--- src/rtl/if_stage_if.sv ---
// Instruction-memory request/response bus between the fetch stage (master)
// and instruction memory (slave).
interface if_stage_if;
  logic        imem_req_valid;
  logic        imem_req_ready;
  logic [31:0] imem_addr;
  logic        imem_resp_valid;
  logic [31:0] imem_resp_data;

  modport master (
    output imem_req_valid,
    output imem_addr,
    input  imem_req_ready,
    input  imem_resp_valid,
    input  imem_resp_data
  );

  modport slave (
    input  imem_req_valid,
    input  imem_addr,
    output imem_req_ready,
    output imem_resp_valid,
    output imem_resp_data
  );
endinterface

--- src/rtl/if_stage.sv ---
// RV32I instruction-fetch stage: owns the fetch PC, runs a single-outstanding
// imem handshake and loads the IF/ID pipeline register.
module if_stage #(
  parameter logic [31:0] RESET_PC  = 32'h0000_0000,
  parameter logic [31:0] NOP_INSTR = 32'h0000_0013
) (
  input  logic        clk,
  input  logic        rst_n,
  input  logic [31:0] next_pc,
  input  logic        ID_Flush,
  input  logic        stall,
  output logic [31:0] pc,
  if_stage_if.master  imem,
  output logic        ID_valid,
  output logic [31:0] ID_pc,
  output logic [31:0] ID_instr
);

  typedef enum logic [1:0] {
    S_REQ   = 2'd0,
    S_WAIT  = 2'd1,
    S_HOLD  = 2'd2,
    S_DRAIN = 2'd3
  } state_t;

  state_t      r_state;
  state_t      w_state_nxt;
  logic [31:0] r_pc;
  logic [31:0] r_hold;
  logic        r_id_valid;
  logic [31:0] r_id_pc;
  logic [31:0] r_id_instr;

  logic        w_req_valid;
  logic        w_hs;
  logic        w_resp;
  logic        w_xfer;
  logic        w_capture;
  logic [31:0] w_xfer_instr;

  assign w_resp = imem.imem_resp_valid;

  // State register
  always_ff @(posedge clk or negedge rst_n) begin
    if (!rst_n) begin
      r_state <= S_REQ;
    end else begin
      r_state <= w_state_nxt;
    end
  end

  // Next-state logic; a flush always wins over stall and over response delivery
  always_comb begin
    w_state_nxt = r_state;
    case (r_state)
      S_REQ: begin
        if (w_hs) begin
          w_state_nxt = ID_Flush ? S_DRAIN : S_WAIT;
        end else begin
          w_state_nxt = S_REQ;
        end
      end
      S_WAIT: begin
        if (w_resp) begin
          w_state_nxt = (stall && !ID_Flush) ? S_HOLD : S_REQ;
        end else begin
          w_state_nxt = ID_Flush ? S_DRAIN : S_WAIT;
        end
      end
      S_HOLD: begin
        if (ID_Flush || !stall) begin
          w_state_nxt = S_REQ;
        end else begin
          w_state_nxt = S_HOLD;
        end
      end
      S_DRAIN: begin
        if (w_resp) begin
          w_state_nxt = S_REQ;
        end else begin
          w_state_nxt = S_DRAIN;
        end
      end
      default: w_state_nxt = S_REQ;
    endcase
  end

  // Output decode: request strobe and instruction-transfer controls
  always_comb begin
    w_req_valid  = 1'b0;
    w_xfer       = 1'b0;
    w_capture    = 1'b0;
    w_xfer_instr = imem.imem_resp_data;
    case (r_state)
      S_REQ: begin
        w_req_valid = 1'b1;
      end
      S_WAIT: begin
        w_xfer    = w_resp & ~ID_Flush & ~stall;
        w_capture = w_resp & ~ID_Flush & stall;
      end
      S_HOLD: begin
        w_xfer       = ~ID_Flush & ~stall;
        w_xfer_instr = r_hold;
      end
      S_DRAIN: begin
        w_req_valid = 1'b0;
      end
      default: begin
        w_req_valid = 1'b0;
      end
    endcase
    w_hs = w_req_valid & imem.imem_req_ready;
  end

  // PC, hold buffer and IF/ID register
  always_ff @(posedge clk or negedge rst_n) begin
    if (!rst_n) begin
      r_pc       <= RESET_PC;
      r_hold     <= 32'h0000_0000;
      r_id_valid <= 1'b0;
      r_id_pc    <= 32'h0000_0000;
      r_id_instr <= NOP_INSTR;
    end else begin
      if (ID_Flush || w_xfer) begin
        r_pc <= next_pc;
      end
      if (w_capture) begin
        r_hold <= imem.imem_resp_data;
      end
      if (ID_Flush) begin
        r_id_valid <= 1'b0;
        r_id_pc    <= 32'h0000_0000;
        r_id_instr <= NOP_INSTR;
      end else if (stall) begin
        r_id_valid <= r_id_valid;
      end else if (w_xfer) begin
        r_id_valid <= 1'b1;
        r_id_pc    <= r_pc;
        r_id_instr <= w_xfer_instr;
      end else begin
        r_id_valid <= 1'b0;
        r_id_pc    <= 32'h0000_0000;
        r_id_instr <= NOP_INSTR;
      end
    end
  end

  assign pc                  = r_pc;
  assign imem.imem_req_valid = w_req_valid;
  assign imem.imem_addr      = r_pc;
  assign ID_valid            = r_id_valid;
  assign ID_pc               = r_id_pc;
  assign ID_instr            = r_id_instr;

endmodule
--- src/flat_wrapper.sv ---
// flat-port wrapper written by rule: the top's interface ports become plain ports
module if_stage_flat 
#(
  parameter logic [31:0] RESET_PC  = 32'h0000_0000,
  parameter logic [31:0] NOP_INSTR = 32'h0000_0013
)
  (clk, rst_n, next_pc, ID_Flush, stall, pc, ID_valid, ID_pc, ID_instr, imem_imem_req_valid, imem_imem_addr, imem_imem_req_ready, imem_imem_resp_valid, imem_imem_resp_data);
  if_stage_if imem_i ();
  input  logic clk;
  input  logic rst_n;
  input  logic [31:0] next_pc;
  input  logic ID_Flush;
  input  logic stall;
  output logic [31:0] pc;
  output logic ID_valid;
  output logic [31:0] ID_pc;
  output logic [31:0] ID_instr;
  output wire logic [$bits(imem_i.imem_req_valid)-1:0] imem_imem_req_valid;
  output wire logic [$bits(imem_i.imem_addr)-1:0] imem_imem_addr;
  input wire logic [$bits(imem_i.imem_req_ready)-1:0] imem_imem_req_ready;
  input wire logic [$bits(imem_i.imem_resp_valid)-1:0] imem_imem_resp_valid;
  input wire logic [$bits(imem_i.imem_resp_data)-1:0] imem_imem_resp_data;
  assign imem_imem_req_valid = imem_i.imem_req_valid;
  assign imem_imem_addr = imem_i.imem_addr;
  assign imem_i.imem_req_ready = imem_imem_req_ready;
  assign imem_i.imem_resp_valid = imem_imem_resp_valid;
  assign imem_i.imem_resp_data = imem_imem_resp_data;
  if_stage #(.RESET_PC(RESET_PC), .NOP_INSTR(NOP_INSTR)) u_core (.clk(clk), .rst_n(rst_n), .next_pc(next_pc), .ID_Flush(ID_Flush), .stall(stall), .pc(pc), .imem(imem_i), .ID_valid(ID_valid), .ID_pc(ID_pc), .ID_instr(ID_instr));
endmodule
--- config.mk ---
export PLATFORM = sky130hd
export DESIGN_NAME = if_stage_flat
export DESIGN_NICKNAME = d
export VERILOG_FILES = /design/src/rtl/if_stage_if.sv /design/src/rtl/if_stage.sv /design/src/flat_wrapper.sv
export SDC_FILE = /design/constraint.sdc
export NUM_CORES = 1
export LEC_CHECK = 0
export CORE_ASPECT_RATIO = 1.2
export CORE_MARGIN = 3
export CORE_UTILIZATION = 25
export CTS_CLUSTER_SIZE = 10
export DETAILED_ROUTE_END_ITERATION = 8
export GPL_TIMING_DRIVEN = 0
export PLACE_DENSITY = 0.46
export SYNTH_ARGS = -nofsm -noshare
export SYNTH_HDL_FRONTEND = slang
export SYNTH_SLANG_ARGS = --single-unit
--- constraint.sdc ---
create_clock -name clk -period 2.45 [get_ports clk]
set_input_delay 0.3675 -clock clk [delete_from_list [all_inputs] [get_ports clk]]
set_output_delay 0.3675 -clock clk [all_outputs]
set_load 0.02 [all_outputs]
* After elaboration in Yosys (flattened, before gate mapping) *
Index checks and enable logic that the tools add are counted.

word-level totals
  register bits = 131
  latch bits = 0
  bits in writable memories = 0
  bits in read-only memories = 0
  input bits = 70
  word-level logic and storage cells = 43
  memories = 0

operators by class
  add/subtract/negate cells = 0
  $mul = 0
  divide/modulo/power cells = 0
  $lt $le $gt $ge = 0
  equality and inequality tests = 4
  shift operators = 0
  mux-type cells = 20
  bitwise gates (word level) = 7
  reductions and logical operators = 6

operator list
  operator                                                               count
  32-bit two-way mux                                                     7
  2-bit two-way mux                                                      6
  2-bit one-hot mux with 4 select lines                                  1
  1-bit AND                                                              5
  1-bit two-way mux                                                      5
  2-bit equality test, second input constant                             2
  2-bit by 1-bit equality test with 1-bit output, second input constant  1
  1-bit zero test                                                        2
  2-bit zero test                                                        1
  1-bit logical OR                                                       2
  2-bit != test, second input constant                                   1
  1-bit inverter                                                         2
  1-bit one-hot mux with 2 select lines                                  1
  1-bit logical AND                                                      1

* Longest topological paths before layout *
  word-level depth = 7
  depth in mapped cells = 7

* Least setup slack after synthesis *
No wires, ideal clock.

  kind = reg2reg
  start = register u_core.r_state[0]
  end = register u_core.r_pc[10], in the netlist u_core.imem.imem_addr[10]
  library setup time = 0.125 ns
  arrival = 1.680 ns
  data required time = 2.325 ns
  slack = 0.645 ns
  stages on the path, launching flop included = 8
  path buffers = 2
  clock period less this slack = 1.805 ns
  path through = dfrtp_1 inv_1 ha_1 buf_2 nor2_2 o31a_1 buf_2 mux2_2

on the way
  word-level cells in the longest chain between the ends = 3
  elaborated cells between the ends (all ways) = 4
  classes of those cells = 2 x eq/ne; 1 x mux; 1 x reduce/logical

RTL lines
  element                                                                                       line             source
  start, declared                                                                               if_stage.sv:26   state_t r_state;
  start signal, assigned                                                                        if_stage.sv:48   r_state <= w_state_nxt;
  2-bit equality test / 2-bit by 1-bit equality test with 1-bit output (equally long branches)  if_stage.sv:94   case (r_state)
  1-bit one-hot mux with 2 select lines (*)                                                     if_stage.sv:94
  1-bit logical OR (*)                                                                          if_stage.sv:125  if (ID_Flush || w_xfer) begin
  end signal, assigned                                                                          if_stage.sv:126  r_pc <= next_pc;
  end, declared                                                                                 if_stage.sv:28   logic [31:0] r_pc;

Every way passes the cells marked *; elsewhere a longest branch is shown, timed or not.
A chain may end at the register's enable or synchronous reset.

* Worst setup path after layout *
  start = register u_core.r_state[0]
  end = output imem_imem_req_valid

on the way
  word-level cells in the longest chain between the ends = 2

RTL lines
  element            line                source
  2-bit zero test    if_stage.sv:94
  1-bit two-way mux  if_stage.sv:94
  end, declared      flat_wrapper.sv:18  output wire logic [$bits(imem_i.imem_req_valid)-1:0] imem_imem_req_valid;

No other way between the ends.

==> run_results.csv <==
group,metric,value,unit
clocking,numCtsBuffers,17,
pwr,p_per_area,943.5,nW/µm²
logic_synthesis,synth_common_cells,"128 x dfrtp_1, 36 x buf_4",
setup_path,crit_path_max_fanout,3,
route,wl,15.34,mm
worst_hold_path,hp-class,"register to register",
floorplan,core,21190,µm²
floorplan,rows,58,
placement,dp_hpwl,10.98,mm
status,status,"finished, final reports clean",
logic_synthesis,synthCells,404,
pwr,leakagePower,0.003565,µW
logic_synthesis,synth_edf_count,0,
setup_path,critical_path_class,"register to output pin",
sta,hold_violations,0,
logic_synthesis,synth-seq-cells,131,
sta,timing.fmax,455.7,MHz
sta,finClkSkew,0.008527,ns
route,vias_per_cell,4.318,
finish,seq_area,3282,µm²
flow_run,cap_violations,0,
route,vias,3916,
route,ant_nets,0,
clocking,cts_setup_buffers,0,
worst_hold_path,hold_depth,2,
route,drcViolationCount,0,
placement,dpl_cell_area,7790,µm²
finish,area_delta_synth_final,54.62,%
placement,place_ws,0.09236,ns
setup_path,worstSetupEndpointType,"output pin",
clocking,ctsHoldBuffers,1,
global_route,track_usage,13.22,%
setup_path,rrSetupSlack,0.28,ns
finish,finalInstanceArea,8398,µm²
global_route,antenna_found_initial,0,
placement,gp_congestion,0.7515,
setup_path,r2r_cells,7,
worst_hold_path,whs_endpoint,"u_core.ID_instr[27]",
global_route,overflow,0,
route,first_iter_violations,124,
sta,timing.slew.headroom,47.67,%
sta,rsz0062_at_grt,"no",
pwr,vdd_ir_drop_max,0.4742,mV
sta,max_slew.worst_pin.slew,0.7850,ns
setup_path,r2r-end,"u_core.ID_pc[24]",
sta,finalWorstSetupSlack,0.2556,ns
finish,diodes,0,
logic_synthesis,ys_dominant_reg_cell,"dfrtp_1",
clocking,cts_tree,"done",
floorplan,start_util,25.63,%
route,wl_per_cell,16.91,µm
logic_synthesis,synth.net_count,479,
logic_synthesis,synthArstFlopShare,100.0,%
clocking,cts_sinks,131,
setup_path,cp-start-kind,"register",
sta,drv_slew,0,
logic_synthesis,synth_top_cell_area_share,58.97,%
global_route,grt_pass1_vias,4262,
global_route,grt_pass1_wl,24.29,mm
clocking,cts_resized,0,
clocking,clkSlewWorstSetupHoldPaths,0.06,ns
floorplan,die_h,167.5,µm
floorplan,dieArea,23540,µm²
setup_path,critPathLaunch,"u_core.r_state[0]",
setup_path,required,2.08,ns
route,drt_pass1_iterations,4,
clocking,clk_path_buf_depth,2,
setup_path,reg2reg_from,"u_core.r_state[0]",
setup_path,arrival,1.83,ns
logic_synthesis,synth_area_leaders,"dfrtp_1 59%, mux2_1 6.6%, mux2_2 6.6%",
worst_hold_path,hold_start,"u_core.ID_instr[27]",
sta,finalSetupViolCount,0,
logic_synthesis,syn_area_per_cell,13.44,µm²
global_route,grt_max_degree,68,
logic_synthesis,seq_area_frac_synth,60.42,%
logic_synthesis,yosys_warnings,0,
clocking,htree_levels,4,
finish,drive_gt1_share,17.74,%
sta,holdWs,0.4730,ns
clocking,clockRootBuffer,"clkbuf_16",
floorplan,pin_count,200,
floorplan,die_x,140.6,µm
logic_synthesis,post_synth_num_cell_types,29,
clocking,insertion_delay,0.41,ns
logic_synthesis,syn_area,5431,µm²
finish,nFillCells,2053,
logic_synthesis,synth_largest_area_cell,"dfrtp_1",
sta,min_period_over_period,89.57,%
sta,post-route-min-period,2.194,ns
finish,nets,699,
finish,multiInputGateArea,1785,µm²
placement,portBuffers,199,
logic_synthesis,yosysMostFrequentCell,"dfrtp_1",
==> stage by stage <==
step                      setup TNS [ns]  power (µW)  utilization, %  cells
after floorplan                        0        4307               -    404
after global placement           -575.87        5386           36.63    873
after detailed placement               0        5434           36.76    874
after CTS                              0        8066           39.63    907
after global routing                   0        8363           39.63    907
final                                  0        7923           39.63    907
==> placed cells by master (no fill, tap or decap), types with 2 or more instances in the layout <==
master	instances
mux2i_1	32
clkinvlp_4	3
a22o_1	32
o21ai_0	27
clkdlybuf4s50_1	198
clkinv_2	2
clkbuf_16	17
inv_1	4
ha_1	5
clkbuf_1	13
clkbuf_8	3
o21ai_1	2
dfrtp_1	128
nand2_1	31
clkinv_4	3
mux2_2	32
nor2_1	4
buf_2	6
a21oi_1	5
dfstp_2	3
mux2_1	32
buf_4	36
bufinv_16	2
==> report_power, final <==
part,leakage [µW],switching (µW),internal (µW)
combinational,0.00160,1110,1260
sequential,0.00168,324,2660
clock,0.000286,984,1580
==> how the worst max path moves through the flow <==
stage,to,depth (start not counted)
2_1_floorplan,u_core.imem.imem_addr[10],7
3_3_place_gp,u_core.r_hold[29],1
3_5_place_dp,u_core.ID_pc[28],4
4_1_cts,u_core.ID_pc[24],7
5_1_grt,u_core.ID_instr[4],7
6_report,imem_imem_req_valid,3
==> area by class of cell <==
type | count | area share, %
clock inverter | 11 | 1.520
inverter | 4 | 0.1788
buffer | 55 | 4.157
timing repair buffer | 201 | 24.18
tap | 270 | 4.023
sequential | 131 | 39.08
clock buffer | 21 | 5.602
multi-input combinational | 214 | 21.26
==> layer usage <==
| metal | global-route usage (%) | part of all wire, % | wire, µm |
|---|---|---|---|
| met1 | 16.81 | 44 | 6729 |
| met2 | 20.67 | 47 | 7148 |
| met3 | 5.970 | 8.6 | 1324 |
| met4 | 3.161 | 0.89 | 137 |
| met5 | 0 | 0 | 0 |
==> flip-flops by register name, summed over array words and instances (netlist names) <==
| register | cells |
|---|---|
| u_core.r_state | 2 |
| u_core.r_hold | 32 |
| u_core.ID_instr | 32 |
| u_core.ID_valid | 1 |
| u_core.imem.imem_addr | 32 |
| u_core.ID_pc | 32 |
==> cell families (layout without fill, tap and decap cells) <==
kind of cell    count (synthesis)  after routing  synth area share (%)
flops                         131            131                 60.42
buf+inv                        59            292                 6.703
mux                            96             96                 19.17
simple gates                   44             44                 3.801
compound gates                 69             69                 8.754
fa+ha+maj                       5              5                 1.152
==> critical path, cell delays in order (launching register included) <==
cell	delay (ns)
dfrtp_1	0.40
inv_1	0.13
ha_1	0.20
clkdlybuf4s50_1	0.68
Note: power is estimated with default switching activity, not from simulation.
